[src/rtl/line_clear_engine.sv]
// Line-clear engine: finds full rows, compacts surviving rows toward the bottom, zero-fills the top.
// Optional feature macro: LINE_CLEAR_SCORE_EN adds a saturating score_o accumulator.
module line_clear_engine #(
    parameter int width_p  = 16,
    parameter int height_p = 32
) (
    input  logic                          clk_i,
    input  logic                          reset_i,
    input  logic                          start_i,
    output logic                          busy_o,
    output logic                          done_o,
    output logic [$clog2(height_p+1)-1:0] lines_cleared_o,
    output logic [$clog2(height_p)-1:0]   read_line_addr_o,
    input  logic [width_p-1:0]            read_line_data_i,
    output logic [$clog2(height_p)-1:0]   write_addr_o,
    output logic [width_p-1:0]            write_data_o,
    output logic                          v_w_o,
`ifdef LINE_CLEAR_SCORE_EN
    output logic [15:0]                   score_o,
`endif
    input  logic                          mem_ready_i
);

    localparam int AW = $clog2(height_p);
    localparam int CW = $clog2(height_p + 1);
    localparam logic [AW-1:0] LAST_ROW = AW'(height_p - 1);

    typedef enum logic [1:0] {IDLE, COMPACT, FILL, DONE} state_e;

    state_e          state_q, state_d;
    logic [AW-1:0]   r_q, r_d, w_q, w_d;
    logic [CW-1:0]   c_q, c_d, lines_q, lines_d;
    logic            v_w_s;
    logic [width_p-1:0] wdata_s;
    logic            row_full_s;

`ifdef LINE_CLEAR_SCORE_EN
    logic [15:0]     score_q, score_d;

    function automatic logic [15:0] score_add(input logic [15:0] s, input logic [CW-1:0] c);
        logic [3:0]  inc;
        logic [16:0] sum;
        if (c == CW'(0))      inc = 4'd0;
        else if (c == CW'(1)) inc = 4'd1;
        else if (c == CW'(2)) inc = 4'd3;
        else if (c == CW'(3)) inc = 4'd5;
        else                  inc = 4'd8;
        sum = {1'b0, s} + {13'd0, inc};
        if (sum[16]) return 16'hFFFF;
        else         return sum[15:0];
    endfunction
`endif

    // Next-state, pointer and write-port decode
    always_comb begin
        state_d    = state_q;
        r_d        = r_q;
        w_d        = w_q;
        c_d        = c_q;
        lines_d    = lines_q;
        v_w_s      = 1'b0;
        wdata_s    = '0;
        row_full_s = &read_line_data_i;
        case (state_q)
            IDLE: begin
                if (start_i) begin
                    state_d = COMPACT;
                    r_d     = LAST_ROW;
                    w_d     = LAST_ROW;
                    c_d     = '0;
                end else begin
                    state_d = IDLE;
                end
            end
            COMPACT: begin
                if (mem_ready_i) begin
                    if (row_full_s) begin
                        c_d = c_q + CW'(1);
                    end else begin
                        if (w_q != r_q) begin
                            v_w_s   = 1'b1;
                            wdata_s = read_line_data_i;
                        end else begin
                            v_w_s = 1'b0;
                        end
                        // w stays >= r, so it only sits at 0 when nothing was cleared
                        w_d = (w_q != AW'(0)) ? w_q - AW'(1) : w_q;
                    end
                    if (r_q == AW'(0)) begin
                        state_d = (c_d != CW'(0)) ? FILL : DONE;
                    end else begin
                        r_d = r_q - AW'(1);
                    end
                end else begin
                    state_d = COMPACT;
                end
            end
            FILL: begin
                if (mem_ready_i) begin
                    v_w_s = 1'b1;
                    if (w_q == AW'(0)) begin
                        state_d = DONE;
                    end else begin
                        w_d = w_q - AW'(1);
                    end
                end else begin
                    state_d = FILL;
                end
            end
            DONE: begin
                lines_d = c_q;
                state_d = IDLE;
            end
            default: begin
                state_d = IDLE;
            end
        endcase
    end

`ifdef LINE_CLEAR_SCORE_EN
    // Score accumulates once per completed pass
    always_comb begin
        if (state_q == DONE) score_d = score_add(score_q, c_q);
        else                 score_d = score_q;
    end
`endif

    // State and datapath registers with synchronous reset
    always_ff @(posedge clk_i) begin
        if (reset_i) begin
            state_q <= IDLE;
            r_q     <= LAST_ROW;
            w_q     <= LAST_ROW;
            c_q     <= '0;
            lines_q <= '0;
`ifdef LINE_CLEAR_SCORE_EN
            score_q <= 16'h0000;
`endif
        end else begin
            state_q <= state_d;
            r_q     <= r_d;
            w_q     <= w_d;
            c_q     <= c_d;
            lines_q <= lines_d;
`ifdef LINE_CLEAR_SCORE_EN
            score_q <= score_d;
`endif
        end
    end

    assign busy_o           = (state_q == COMPACT) || (state_q == FILL);
    assign done_o           = (state_q == DONE);
    assign lines_cleared_o  = lines_q;
    assign read_line_addr_o = r_q;
    assign write_addr_o     = w_q;
    assign write_data_o     = wdata_s;
    assign v_w_o            = v_w_s & ~reset_i;
`ifdef LINE_CLEAR_SCORE_EN
    assign score_o          = score_q;
`endif

endmodule

[config.mk]
export PLATFORM = sky130hd
export DESIGN_NAME = line_clear_engine
export DESIGN_NICKNAME = d
export VERILOG_FILES = /design/src/rtl/line_clear_engine.sv
export SDC_FILE = /design/constraint.sdc
export NUM_CORES = 1
export LEC_CHECK = 0
export ABC_AREA = 1
export BUFFER_PORTS_ARGS = -buffer_cell sky130_fd_sc_hd__buf_2
export CAP_MARGIN = 20
export CELL_PAD_IN_SITES_DETAIL_PLACEMENT = 1
export CELL_PAD_IN_SITES_GLOBAL_PLACEMENT = 1
export CORE_MARGIN = 8
export CORE_UTILIZATION = 30
export CTS_CLUSTER_DIAMETER = 80
export DETAILED_ROUTE_END_ITERATION = 7
export PLACE_DENSITY_LB_ADDON = 0.1
export SYNTH_ARGS = -nofsm -noshare
export SYNTH_HDL_FRONTEND = slang
export SYNTH_SLANG_ARGS = --single-unit
[constraint.sdc]
create_clock -name clk_i -period 1.9 [get_ports clk_i]
set_input_delay 0 -clock clk_i [delete_from_list [all_inputs] [get_ports clk_i]]
set_output_delay 0 -clock clk_i [all_outputs]
set_load 0.02 [all_outputs]
======== Yosys cells after proc, flatten, opt, wreduce, memory -nomap -nowiden ========
Index checks and enable logic that the tools add are counted.
operators by class
  add/subtract/negate cells ............... 3
  $mul .................................... 0
  div/mod/pow operators ................... 0
  $lt $le $gt $ge ......................... 0
  equal/unequal tests ..................... 13
  shift operators ......................... 0
  muxes and demuxes ....................... 32
  bitwise logic cells ..................... 2
  reductions and logical operators ........ 13
operator list
  cell                 number
  $mux 16              4
  $mux 5               8
  $mux 6               5
  $reduce_and 16->1    1
  $pmux 5 s3           1
  $ne 2x2->1 const B   7
  $pmux 6 s2           1
  $logic_not 5->1      2
  $pmux 5 s2           1
  $sub 5x1->5 const B  2
  $mux 2               4
  $pmux 2 s4           1
  $reduce_and 7->1     1
  $add 6x1->6 const B  1
  $mux 1               6
  $ne 3x3->1 const B   2
  $reduce_bool 6->1    1
  $ne 5x5->1           1
  $reduce_bool 5->1    1
  $eq 2x2->1 const B   2
  $reduce_and 4->1     1
  $reduce_and 3->1     1
  $reduce_bool 3->1    1
  $eq 2x1->1 const B   1
  other kinds (7)      7
word-level totals
  bits in registers ....................... 24
  bits in latches ......................... 0
  RAM bits ................................ 0
  memory bits (read-only) ................. 0
  input port bits ......................... 20
  output and inout port bits .............. 35
  memories ................................ 0

======== Logic depth before layout (Yosys ltp) ========
  depth after elaboration ................. 9
  mapped depth ............................ 14
  depth with buffers taken out ............ 14

======== Worst setup path before layout ========
Ideal clock, no wire load.
  path kind ............................... register to register
  from .................................... register (tool-made name)
  to ...................................... register w_q[4] (netlist: write_addr_o[4])
  data arrival time ....................... 1.561 ns
  data required time ...................... 1.775 ns
  slack ................................... 0.214 ns
  stages on the path, launching flop included .. 15
  path buffers ............................ 0
  period minus slack after synthesis ...... 1.686 ns
  cell sequence ........................... dfxtp_1 > inv_1 > ha_1 > nand2_1 > nand2_1 > nor2_1 > inv_2 > a22oi_2 > nand2_2 > inv_2 > nand2_2 > inv_2 > nand2_1 > nand2_1 > nand3_1
RTL lines
  item                  RTL line  RTL
  end signal, assigned  142       w_q <= w_d;
  end, declared         31        logic [AW-1:0] r_q, r_d, w_q, w_d;

======== Final worst setup path ========
  from .................................... register r_q[2] (netlist: read_line_addr_o[2])
  to ...................................... output write_data_o[6]
on the way
  longest elaborated chain between the ends .. 5
ends and longest elaborated chain
  item                    RTL line  RTL
  start, declared         31
  start signal, assigned  141       r_q <= r_d;
  $ne 5x5->1              80        if (w_q != r_q) begin
  $mux 16                 80
  $mux 16                 77        if (row_full_s) begin
  $mux 16                 76        if (mem_ready_i) begin
  $mux 16                 64        case (state_q)
  end, declared           16        output logic [width_p-1:0] write_data_o,
Every way passes these cells.

==> flow_metrics.env <==
export IMPL_outcome="finished, final reports clean"
export IMPL_cp_end_kind="output port"
export IMPL_min_period_ns=1.85
export IMPL_p_per_area_mw_per_mm2=986
export IMPL_hold_class="input port to flop"
export IMPL_crit_arrival_ns=1.85
export IMPL_routed_top_layer="met4"
export IMPL_syn_area_mm2=0.00163
export IMPL_synth_top_family_by_area="simple AND/OR/NAND/NOR gates"
export IMPL_ctsHtreeMaxLevel=1
export IMPL_rows=27
export IMPL_cts_buffer_depth=2
export IMPL_die_x_um=89.8
export IMPL_dp_cells=391
export IMPL_synth_compound_area_share_pct=15.1
export IMPL_syn_to_final_growth_pct=35.8
export IMPL_final_nets=360
export IMPL_clock_latency_ns=0.27
export IMPL_cts_root_buf="clkbuf_8"
export IMPL_setup_viol=0
export IMPL_first_pass_iters=4
export IMPL_synth_cell_types=29
export IMPL_finalCritPeriodShare_pct=97.6
export IMPL_grt_pass1_wl_mm=8.85
export IMPL_yosysSeqAreaShare_pct=29.4
export IMPL_min_from="reset_i"
export IMPL_synth_seq_cells=24
export IMPL_crit_top_cell="buf_4"
export IMPL_vias_per_cell=4.48
export IMPL_start_kind="flop"
export IMPL_clock_sinks=24
export IMPL_synth_xor_xnor_area_share_pct=2.14
export IMPL_netlist_instances=260
export IMPL_die_h_um=89.8
export IMPL_drc=0
export IMPL_cts_buffers=3
export IMPL_muxShareOfSynthArea_pct=0
export IMPL_crit_slowest_cell="dfxtp_1"
export IMPL_rsz0062_at_grt="yes"
export IMPL_io_pins=55
export IMPL_hold_viol_final=0
export IMPL_die_area_mm2=0.00806
export IMPL_fin_worst_skew_ns=0.00292
export IMPL_drtIter0Drc=40
export IMPL_yosys_area_share_simple_pct=34.5
export IMPL_drt_met1_wl_mm=2.30
export IMPL_fmax_mhz=539
export IMPL_grtUsageTotal_pct=12.9
export IMPL_cp_required_ns=1.90
export IMPL_synth_largest_area_cell="dfxtp_1"
export IMPL_tightest_slew_ns=0.523
export IMPL_wl_met3_um=127
export IMPL_leakagePower_uw=0.00126
export IMPL_grt_ovfl_total=0
export IMPL_ant_nets=0
export IMPL_layoutNonFillerInstCount=401
export IMPL_yosysWarnings=0
export IMPL_drv_slew=0
export IMPL_wirelength_mm=5.34
export IMPL_n_antenna_cell=0
export IMPL_clkTransAtPathRegs_ns=0.08
export IMPL_peakVddDrop_uv=570
export IMPL_synthAdderAreaFrac_pct=6.89
export IMPL_synth_top_area_share_pct=29.4
export IMPL_detailed_place_hpwl_mm=4.21
export IMPL_routedWlPerCell_um=13.3
export IMPL_grt_antenna_before_repair=0
export IMPL_synth_area_per_cell_um2=6.28
export IMPL_start_util_pct=30.4
export IMPL_grt_max_degree=14
export IMPL_met2RoutedLength_mm=2.85
export IMPL_fillers=741
export IMPL_grt_pass1_vias=1881
export IMPL_setup_ws_ns=0.0464
export IMPL_portBuffers=54
export IMPL_maxCapViolations=0
export IMPL_critical_path_class="flop to output port"
export IMPL_r2r_start="state_q[0]"
export IMPL_crit_chain="inv_1, o22ai_1, o31ai_4, buf_4, nor2_1, buf_4"
export IMPL_synth_area_leaders="dfxtp_1, nand2_1, inv_1"
export IMPL_post_route_cells_drive_above_1_share_pct=30.7
export IMPL_critPathLaunch="read_line_addr_o[2]"
export IMPL_cts_tree="yes"
export IMPL_dr_total_vias=1797
export IMPL_post_place_ws_ns=-0.0343
export IMPL_slew_headroom_pct=65.1
export IMPL_cpPeakStageDelay_ns=0.44
export IMPL_synth_nets=289
export IMPL_cp_max_fo=8
export IMPL_place_congestion=0.773
export IMPL_final_setup_tns_ns=0
export IMPL_core_area_mm2=0.00537
## cells in the mapped netlist, drive strengths merged
| library cell | count |
|---|---|
| and3b | 1 |
| nand4 | 1 |
| nor3 | 2 |
| o31ai | 1 |
| dfxtp | 24 |
| inv | 48 |
| xnor2 | 2 |
| clkbuf | 2 |
| o2111ai | 1 |
| o211a | 1 |
| a21oi | 15 |
| nand3 | 15 |
| xor2 | 2 |
| buf | 1 |
| nor2 | 42 |
| o22ai | 3 |
| ha | 9 |
| o211ai | 2 |
| nand2 | 72 |
| a22oi | 1 |
| o21ai | 15 |
## registers in the layout (all words and copies together) (netlist names), named ones only
register and count:
c_q 6, lines_cleared_o 6, read_line_addr_o 5, write_addr_o 5, state_q 1
## stage by stage
step           area, µm²  util [%]  hold WS, ns  total power [µW]
2_1_floorplan       1630         -        0.119              1340
3_3_place_gp        2040      38.0        0.324              1660
3_5_place_dp        2040      38.0        0.326              1670
4_1_cts             2120      39.4       0.0496              2030
5_1_grt             2220      41.3       0.0625              2360
6_report            2220      41.3       0.0412              2190
## timing repair
| item | in CTS | in global routing |
|---|---|---|
| buffers inserted | 0 | 6 |
| setup endpoints to repair | 19 | 21 |
| hold buffers | 0 | 0 |
| pin swaps | 1 | 4 |
| resized for setup | 6 | 15 |
| gates cloned | 1 | 0 |
## final timing paths
| check | to | slack (ns) | cells after the start |
|---|---|---|---|
| max reg2reg | write_addr_o[4] | 0.17 | 14 |
| min reg2reg | c_q[5] | 0.51 | 2 |
| min | state_q[0] | 0.04 | 2 |
| max | write_data_o[6] | 0.05 | 6 |
## layout by cell type, fill, tap and decap left out
cell and n:
nand2_1 66, buf_2 52, inv_1 44, nor2_1 36
dfxtp_1 21, buf_4 16, nand3_1 15, a21oi_1 13
o21ai_0 13, ha_1 7, nand2_2 6, inv_2 4
nor2_2 4, clkbuf_8 3, o22ai_1 2, xnor2_1 2
o31ai_4 2, o211ai_1 2, xor2_1 2, dfxtp_2 2
o22ai_2 1, o2111ai_2 1, nor2_8 1, nor2_4 1
nand4_1 1, a21oi_4 1, a22oi_2 1, o21ai_1 1
o21ai_4 1, o211a_1 1, nor3_2 1, and3b_1 1
a21oi_2 1, nor3_1 1, ha_2 1, ha_4 1
dfxtp_4 1
## cells by family (layout without fill, tap and decap cells)
kind of cell | after synthesis | after routing
and+or+nand+nor | 133 | 133
AOI/OAI and AO/OA | 39 | 40
buffers and inverters | 51 | 119
xor gates and xnor gates | 4 | 4
DFF | 24 | 24
adders and majority gates | 9 | 9
## power breakdown
| group | switching, µW | total [µW] | internal [µW] |
|---|---|---|---|
| Combinational | 775 | 1250 | 474 |
| Clock | 167 | 309 | 142 |
| Sequential | 55.6 | 631 | 575 |
## routing by layer
layer | global-route usage [%] | vias to the layer above
met2 | 24.2 | 17
met3 | 2.91 | 4
met5 | 0 | -
met1 | 14.3 | 828
li1 | - | 948
met4 | 2.68 | 0
## cell type report
cell class                      instances  area, µm²  share of cell area, %
Timing Repair Buffer                   68        380                   17.1
Sequential cell                        24        487                   21.9
Inverter                               48        180                   8.12
Multi-Input combinational cell        186       1040                   46.9
Tap cell                               72       90.1                   4.06
Clock buffer                            3       41.3                   1.86
## worst max-delay path: cells and delay by family (launching register included)
family	cells	cell delay, ns
flip-flops	1	0.44
AND/OR/NAND/NOR	1	0.12
buffers and inverters	3	0.46
AO/OA/AOI/OAI	2	0.57
Note: power is estimated with default switching activity, not from simulation.
